--- src/rtl/exec_seq_pkg.sv ---
// exec_sequencer shared types: state encodings, opcode constants,
// and the regCtrl field packer.
package exec_seq_pkg;

  typedef enum logic [2:0] {
    S_IDLE   = 3'd0,
    S_FETCH  = 3'd1,
    S_INCCP  = 3'd2,
    S_DECODE = 3'd3,
    S_FIMM   = 3'd4,
    S_INCCP2 = 3'd5,
    S_EXEC   = 3'd6,
    S_HALT   = 3'd7
  } state_t;

  typedef enum logic [2:0] {
    C_NOP  = 3'd0,
    C_ALU  = 3'd1,
    C_LDI  = 3'd2,
    C_STF  = 3'd3,
    C_HALT = 3'd4,
    C_ILL  = 3'd5
  } opclass_t;

  localparam logic [7:0] OP_NOP  = 8'h00;
  localparam logic [5:0] OP_LDI  = 6'b010000;
  localparam logic [7:0] OP_STF  = 8'h60;
  localparam logic [7:0] OP_HALT = 8'hFF;
  localparam logic       ALU_PFX = 1'b1;

  localparam logic [23:0] CTRL_IDLE = 24'h020000;

  localparam logic [1:0] WSEL_CP   = 2'd2;
  localparam logic [2:0] WB_ADDR   = 3'd6;
  localparam logic [1:0] MISC_INC  = 2'b01;
  localparam logic [1:0] BUFF_IMM  = 2'b01;

  typedef struct packed {
    logic [1:0] cy;
    logic [3:0] aluop;
    logic       alum;
    logic [2:0] bsel;
    logic [1:0] wsel;
    logic       wbe;
    logic [2:0] wbsel;
    logic       stfr;
    logic       flen;
    logic [1:0] buff;
    logic [1:0] misc;
  } ctrl_t;

  function automatic ctrl_t idle_fields();
    ctrl_t f;
    f = '0;
    f.flen = 1'b1;
    return f;
  endfunction

  // Each field sits MSB-at-lowest-index inside regCtrl.
  function automatic logic [23:0] pack_ctrl(ctrl_t f);
    return {1'b0, f.misc[0], f.misc[1],
            1'b0, f.buff[0], f.buff[1],
            f.flen, f.stfr,
            f.wbsel[0], f.wbsel[1], f.wbsel[2],
            f.wbe,
            f.wsel[0], f.wsel[1],
            f.bsel[0], f.bsel[1], f.bsel[2],
            f.alum,
            f.aluop[0], f.aluop[1], f.aluop[2], f.aluop[3],
            f.cy[0], f.cy[1]};
  endfunction

endpackage

--- src/rtl/exec_seq_opdecode.sv ---
// Combinational opcode classifier for exec_sequencer.
// Yields class, register index, ALU op/M and the illegal flag.
module exec_opdecode
  import exec_seq_pkg::*;
(
  input  logic [7:0] op,
  output logic [2:0] cls,
  output logic [1:0] rr,
  output logic [3:0] aluop,
  output logic       alum,
  output logic       ill
);

  opclass_t c;

  always_comb begin
    c = C_ILL;
    unique case (1'b1)
      op == OP_HALT:                  c = C_HALT;
      op == OP_NOP:                   c = C_NOP;
      op[7] == ALU_PFX && op != OP_HALT: c = C_ALU;
      op[7:2] == OP_LDI:              c = C_LDI;
      op == OP_STF:                   c = C_STF;
      default:                        c = C_ILL;
    endcase
  end

  assign cls   = c;
  assign rr    = op[1:0];
  assign aluop = op[6:3];
  assign alum  = op[2];
  assign ill   = (c == C_ILL);

endmodule

--- src/rtl/exec_sequencer.sv ---
// Micro-sequencer: fetches opcode/immediate bytes via memReq/memAck
// and issues the executer's registered regCtrl word.
module exec_sequencer
  import exec_seq_pkg::*;
#(
  parameter int FETCH_TIMEOUT = 0
) (
  input  logic        clk,
  input  logic        nReset,
  input  logic        run,
  input  logic [7:0]  dataIn,
  input  logic        memAck,
  output logic        memReq,
  output logic [23:0] regCtrl,
  output logic        halted,
  output logic        illegal,
  output logic        busErr,
  output logic [2:0]  stateMon
);

  localparam int TLIM = (FETCH_TIMEOUT > 0) ? FETCH_TIMEOUT - 1 : 0;

  state_t      state, nxt;
  logic [7:0]  opcode;
  logic [15:0] tcnt;
  logic [2:0]  cls_raw;
  opclass_t    cls;
  logic [1:0]  rr;
  logic [3:0]  aluop;
  logic        alum;
  logic        dec_ill;
  logic        waiting;
  logic        tmo;
  logic        set_ill;
  ctrl_t       f;

  exec_opdecode u_dec (
    .op    (opcode),
    .cls   (cls_raw),
    .rr    (rr),
    .aluop (aluop),
    .alum  (alum),
    .ill   (dec_ill)
  );

  assign cls      = opclass_t'(cls_raw);
  assign waiting  = (state == S_FETCH) || (state == S_FIMM);
  assign tmo      = (FETCH_TIMEOUT > 0) && waiting && !memAck &&
                    (tcnt == 16'(TLIM));
  assign stateMon = state;

  always_comb begin
    nxt     = state;
    set_ill = 1'b0;
    unique case (state)
      S_IDLE:   if (run) nxt = S_FETCH;
      S_FETCH: begin
        if (tmo)         nxt = S_HALT;
        else if (memAck) nxt = S_INCCP;
      end
      S_INCCP:  nxt = S_DECODE;
      S_DECODE: begin
        set_ill = dec_ill;
        unique case (cls)
          C_NOP:        nxt = run ? S_FETCH : S_IDLE;
          C_ALU:        nxt = S_EXEC;
          C_LDI, C_STF: nxt = S_FIMM;
          default:      nxt = S_HALT;
        endcase
      end
      S_FIMM: begin
        if (tmo)         nxt = S_HALT;
        else if (memAck) nxt = S_INCCP2;
      end
      S_INCCP2, S_EXEC: nxt = run ? S_FETCH : S_IDLE;
      S_HALT:   nxt = S_HALT;
      default:  nxt = S_IDLE;
    endcase
  end

  // The FIMM word is registered on entry and held, so it is
  // present in whichever cycle memAck finally arrives.
  always_comb begin
    f = idle_fields();
    unique case (nxt)
      S_FETCH: f.wsel = WSEL_CP;
      S_INCCP, S_INCCP2: begin
        f.wsel  = WSEL_CP;
        f.misc  = MISC_INC;
        f.wbe   = 1'b1;
        f.wbsel = WB_ADDR;
      end
      S_FIMM: begin
        f.wsel = WSEL_CP;
        f.buff = BUFF_IMM;
        if (cls == C_LDI) begin
          f.wbe   = 1'b1;
          f.wbsel = {1'b0, rr};
        end else begin
          f.stfr = 1'b1;
          f.flen = 1'b0;
        end
      end
      S_EXEC: begin
        f.aluop = aluop;
        f.alum  = alum;
        f.bsel  = {1'b0, rr};
        f.cy    = alum ? 2'b00 : 2'b01;
        f.flen  = 1'b0;
        f.wbe   = 1'b1;
        f.wbsel = {1'b0, rr};
      end
      default: f = idle_fields();
    endcase
  end

  always_ff @(posedge clk or negedge nReset) begin
    if (!nReset) begin
      state   <= S_IDLE;
      opcode  <= 8'h00;
      tcnt    <= '0;
      regCtrl <= CTRL_IDLE;
      memReq  <= 1'b0;
      halted  <= 1'b0;
      illegal <= 1'b0;
      busErr  <= 1'b0;
    end else begin
      state   <= nxt;
      regCtrl <= pack_ctrl(f);
      memReq  <= (nxt == S_FETCH) || (nxt == S_FIMM);
      halted  <= (nxt == S_HALT);
      if (set_ill) illegal <= 1'b1;
      if (tmo)     busErr  <= 1'b1;
      if (state == S_FETCH && memAck) opcode <= dataIn;
      tcnt <= (waiting && !memAck) ? tcnt + 16'd1 : 16'd0;
    end
  end

endmodule

--- config.mk ---
export PLATFORM = sky130hd
export DESIGN_NAME = exec_sequencer
export DESIGN_NICKNAME = d
export VERILOG_FILES = /design/src/rtl/exec_seq_pkg.sv /design/src/rtl/exec_seq_opdecode.sv /design/src/rtl/exec_sequencer.sv
export SDC_FILE = /design/constraint.sdc
export NUM_CORES = 1
export LEC_CHECK = 0
export BUFFER_PORTS_ARGS = -buffer_cell sky130_fd_sc_hd__buf_4
export CAP_MARGIN = 20
export CORE_ASPECT_RATIO = 1.5
export CORE_MARGIN = 10
export CORE_UTILIZATION = 25
export CTS_CLUSTER_DIAMETER = 120
export DETAILED_ROUTE_END_ITERATION = 6
export GPL_TIMING_DRIVEN = 0
export PLACE_DENSITY = 0.48
export SETUP_SLACK_MARGIN = 0.2
export SYNTH_ARGS = -nofsm -noshare
export SYNTH_HDL_FRONTEND = slang
export SYNTH_HIERARCHICAL = 1
export SYNTH_SLANG_ARGS = --single-unit
--- constraint.sdc ---
create_clock -name clk -period 2.84 [get_ports clk]
set_input_delay 0.284 -clock clk [delete_from_list [all_inputs] [get_ports clk]]
set_output_delay 0.284 -clock clk [all_outputs]
set_load 0.02 [all_outputs]
# == Yosys cells after proc, flatten, opt, wreduce, memory -nomap -nowiden ==
# Cells that the tools add are included.
# word_totals
word_cells,55
register_bits,36
output_inout_bits,31
# op_classes
muxes,18
reduce_logical,10
n_eq_ne,21
# op_table
cell,n
$eq A3 B3 Y1 const B,9
$pmux W3 S7,1
$eq A3 B2 Y1 const B,5
$pmux W3 S5,1
$pmux W4 S3,1
$eq A3 B1 Y1 const B,3
$mux W3,3
$mux W9,1
$pmux W3 S3,1
$eq A8 B7 Y1 const B,1
$eq A8 B8 Y1 const B,1
$logic_not A8 Y1,1
$ne A8 B8 Y1 const B,1
$eq A6 B5 Y1 const B,1
$logic_not A3 Y1,2
$mux W1,6
$reduce_or A2 Y1,3
$mux W2,2
$mux W4,1
$reduce_or A4 Y1,1
$logic_and A1 B1 Y1,2
$pmux W1 S2,1
$logic_or A1 B1 Y1,1

# == Depth between registers and ports, before layout ==
# logic_depth
word_depth,10
depth_mapped,9

# == Cells and area by module ==
# Netlist, hierarchy kept.
# by_module_without_submodules
mod,n_inst,area_each_um2,seq_area_each_um2,cells_each
exec_sequencer,1,1363.8,752.0,125
exec_opdecode,1,152.6,0.0,21

# == Worst setup path before layout ==
# OpenSTA, ideal clock, no wires.
# synth_path
path_type,flip-flop to flip-flop
from,register opcode[3]
to,register regCtrl[14]
setup_time_ns,0.065
stages_incl_launch_ff,9
arrival_ns,2.036
required_time_ns,2.775
synth_period_minus_slack_ns,2.102
n_path_buf,0
slack_ns,0.738
path_cell_list,dfrtp_1 nor4_4 o211a_1 nor2_1 o311a_4 nor3_4 inv_2 o31ai_4 a31o_1
# synth_rtl
item,line_no,source
from (decl),exec_sequencer.sv:24,logic [7:0] opcode;
from (signal assigned),exec_sequencer.sv:134,if (state == S_FETCH && memAck) opcode <= dataIn;
to (signal assigned),exec_sequencer.sv:129,regCtrl <= pack_ctrl(f);
to (decl),exec_sequencer.sv:14,"output logic [23:0] regCtrl,"

==> results.yml <==
outcome:
  status: "completed"
timing:
  final-setup-viol-count: 0
  hold_viol_final: 0
  clock_skew_ps: 3.57
  slew_headroom: 0.617
  drv_slew: 0
  fmax_ghz: 0.433
  tightest_slew_ps: 574
  period_minus_slack_ps: 2310
  fin_setup_tns_ps: 0
  period_share: 0.814
  rsz0062_at_grt: "no"
  hold_ws_ps: 194
critical_path:
  worstSetupEndpointType: "flip-flop"
  startpoint: "opcode[3]"
  r2r-start: "opcode[3]"
  reg2reg_depth: 8
  regToRegSetupSlack_ps: 530
  worstPathMaxFanout: 6
  arrival_ps: 2530
  crit_type: "flip-flop to flip-flop"
  start_kind: "flip-flop"
  reg2reg_to: "regCtrl[14]"
  worstPathRequired_ps: 3060
logic_synthesis:
  yosysSeqAreaShare: 0.496
  postSynth.asyncResetShare: 1.00
  avgSynthCellArea_um2: 10.4
  synth.distinct_cells: 43
  netlist.top_cell.by_area: "dfrtp_1"
  synth-seq-cells: 30
  synth_flop_cell: "dfrtp_1"
  yosysWarningCount: 6
  synth.area.top_cells: "dfrtp_1, buf_4, nand2_1, and2_1, nor3b_1"
  synth_top_cell_area_share: 0.479
  synthTopCellsByCount: "dfrtp_1, nand2_1, buf_4"
  synth-edff-count: 0
  syn_area_um2: 1520
  syn_inst: 146
global_routing:
  grt_pass1_vias: 1206
  antenna_found_initial: 0
  grt_usage: 0.0737
  grt_pass1_wl_mm: 5.78
  grt-ovfl-total: 0
  grt_max_degree: 31
route:
  routed_wl_mm: 3.41
  vias: 1128
  avgRoutedWirePerCell_um: 12.7
  top_layer_used: "met4"
  vias_per_cell: 4.21
  drc: 0
  drtAntennaViolNets: 0
  dr.pass1.iters: 4
  drt_iter0_markers: 65
  route.met3.wl_um: 216
  route.met2.wl_mm: 1.77
  m1WireLength_mm: 1.34
die:
  fp.coreArea_um2: 5830
  dieArea_um2: 9650
  initial_core_util: 0.260
  boundaryPins: 43
  rows: 34
  die_h_um: 115
  dieWidth_um: 83.6
place:
  numPortBuffers: 34
  place_inst: 259
  place_area_um2: 1890
  gp_congestion: 0.757
  hpwlAfterDp_mm: 2.66
cells_and_area:
  diodes: 0
  fill_cells: 626
  design_area_um2: 2010
  nets: 207
  regArea_um2: 752
  finalCoreUtilization: 0.344
  drive_above_1_share: 0.388
  multiInputGateArea_um2: 618
  syn_to_final_growth_pct: 32.3
  final_cells: 268
cts:
  cts.reportedPaths.clkPinSlew_ps: 60
  cts_hold_repair.buffers: 1
  clk_path_buf_depth: 2
  numCtsBuffers: 5
  cts_setup_buffers: 0
  cts-root-buf: "clkbuf_8"
  htreeDepth: 2
  insertion_delay_ps: 270
  clock_sinks: 30
  cts_resized: 0
  cts_tree: "built"
pwr:
  power_density_nw_per_um2: 1170
  p_leak_uw: 0.00101
  ir_worst_vdd_mv: 0.331
min_path:
  hp-start: "dataIn[4]"
  hp-class: "input port to flip-flop"
  whs_path_depth: 3
  hold_path_end: "opcode[4]"
job:
  maxCapViolations: 0
## power by group
| group | switching [uW] | internal [uW] |
|---|---|---|
| clock | 158 | 258 |
| combinational | 663 | 538 |
| sequential | 129 | 593 |
| total | 950 | 1390 |
## worst max-delay path by stage
stage                             end  cells past startpoint  slack [ps]
after floorplan           regCtrl[14]                      8         740
after global placement    regCtrl[14]                      8         500
after detailed placement  regCtrl[14]                      8         520
after CTS                 regCtrl[14]                      8         500
after global routing      regCtrl[14]                      8         340
final                     regCtrl[14]                      8         530
## layer usage
layer  vias to the layer above  GRT usage
met5                         -          0
li1                        570          -
met2                        33      0.129
met4                         0     0.0437
met1                       520     0.0748
met3                         5     0.0255
## cell families (layout without fill, tap and decap cells)
group | Yosys count | count (layout) | synth area share
other | 1 | 8 | 0.00247
muxes | 2 | 2 | 0.0132
DFF | 30 | 30 | 0.496
buffers and inverters | 26 | 69 | 0.114
AOI/OAI and AO/OA | 21 | 21 | 0.121
and+or+nand+nor | 66 | 66 | 0.253
## critical path: stages (launching register included)
cell     delay [ps]
dfrtp_1         440
nor4_4          330
a31oi_1         210
nor2b_4         170
o311a_4         330
nor3_4          290
inv_2           110
o31ai_4         250
a31o_1          120
## cells in the final DEF (no fill, tap or decap), types with 2 or more instances in the layout
cell type,count
mux2i_1,2
nor3b_1,5
nand4_1,2
inv_2,2
nor3_1,2
nand2_1,29
dfrtp_1,29
o21a_1,2
buf_2,3
and2_1,9
a31oi_1,4
conb_1,8
clkinv_2,2
o21ai_1,2
inv_1,3
clkbuf_8,5
buf_4,51
nor2_1,7
## stage by stage
stage / setup slack, ps / total power [uW]
after floorplan: 738 / 1580
after global placement: 501 / 1950
after detailed placement: 524 / 1950
after CTS: 505 / 2380
after global routing: 344 / 2530
final: 529 / 2340
## area by class of cell
| class | instances | share of cell area |
|---|---|---|
| Clock inverter | 3 | 0.0200 |
| Timing Repair Buffer | 35 | 0.132 |
| Tap cell | 72 | 0.0449 |
| Clock buffer | 5 | 0.0343 |
| Sequential cell | 30 | 0.375 |
| Buffer | 21 | 0.0767 |
| Multi-Input combinational cell | 97 | 0.308 |
| Inverter | 5 | 0.00935 |
## flip-flops by register name, summed over array words and instances, names as in the netlist
signal / count
regCtrl: 16
opcode: 8
stateMon: 3
halted: 1
illegal: 1
memReq: 1
Note: power is estimated with default switching activity, not from simulation.
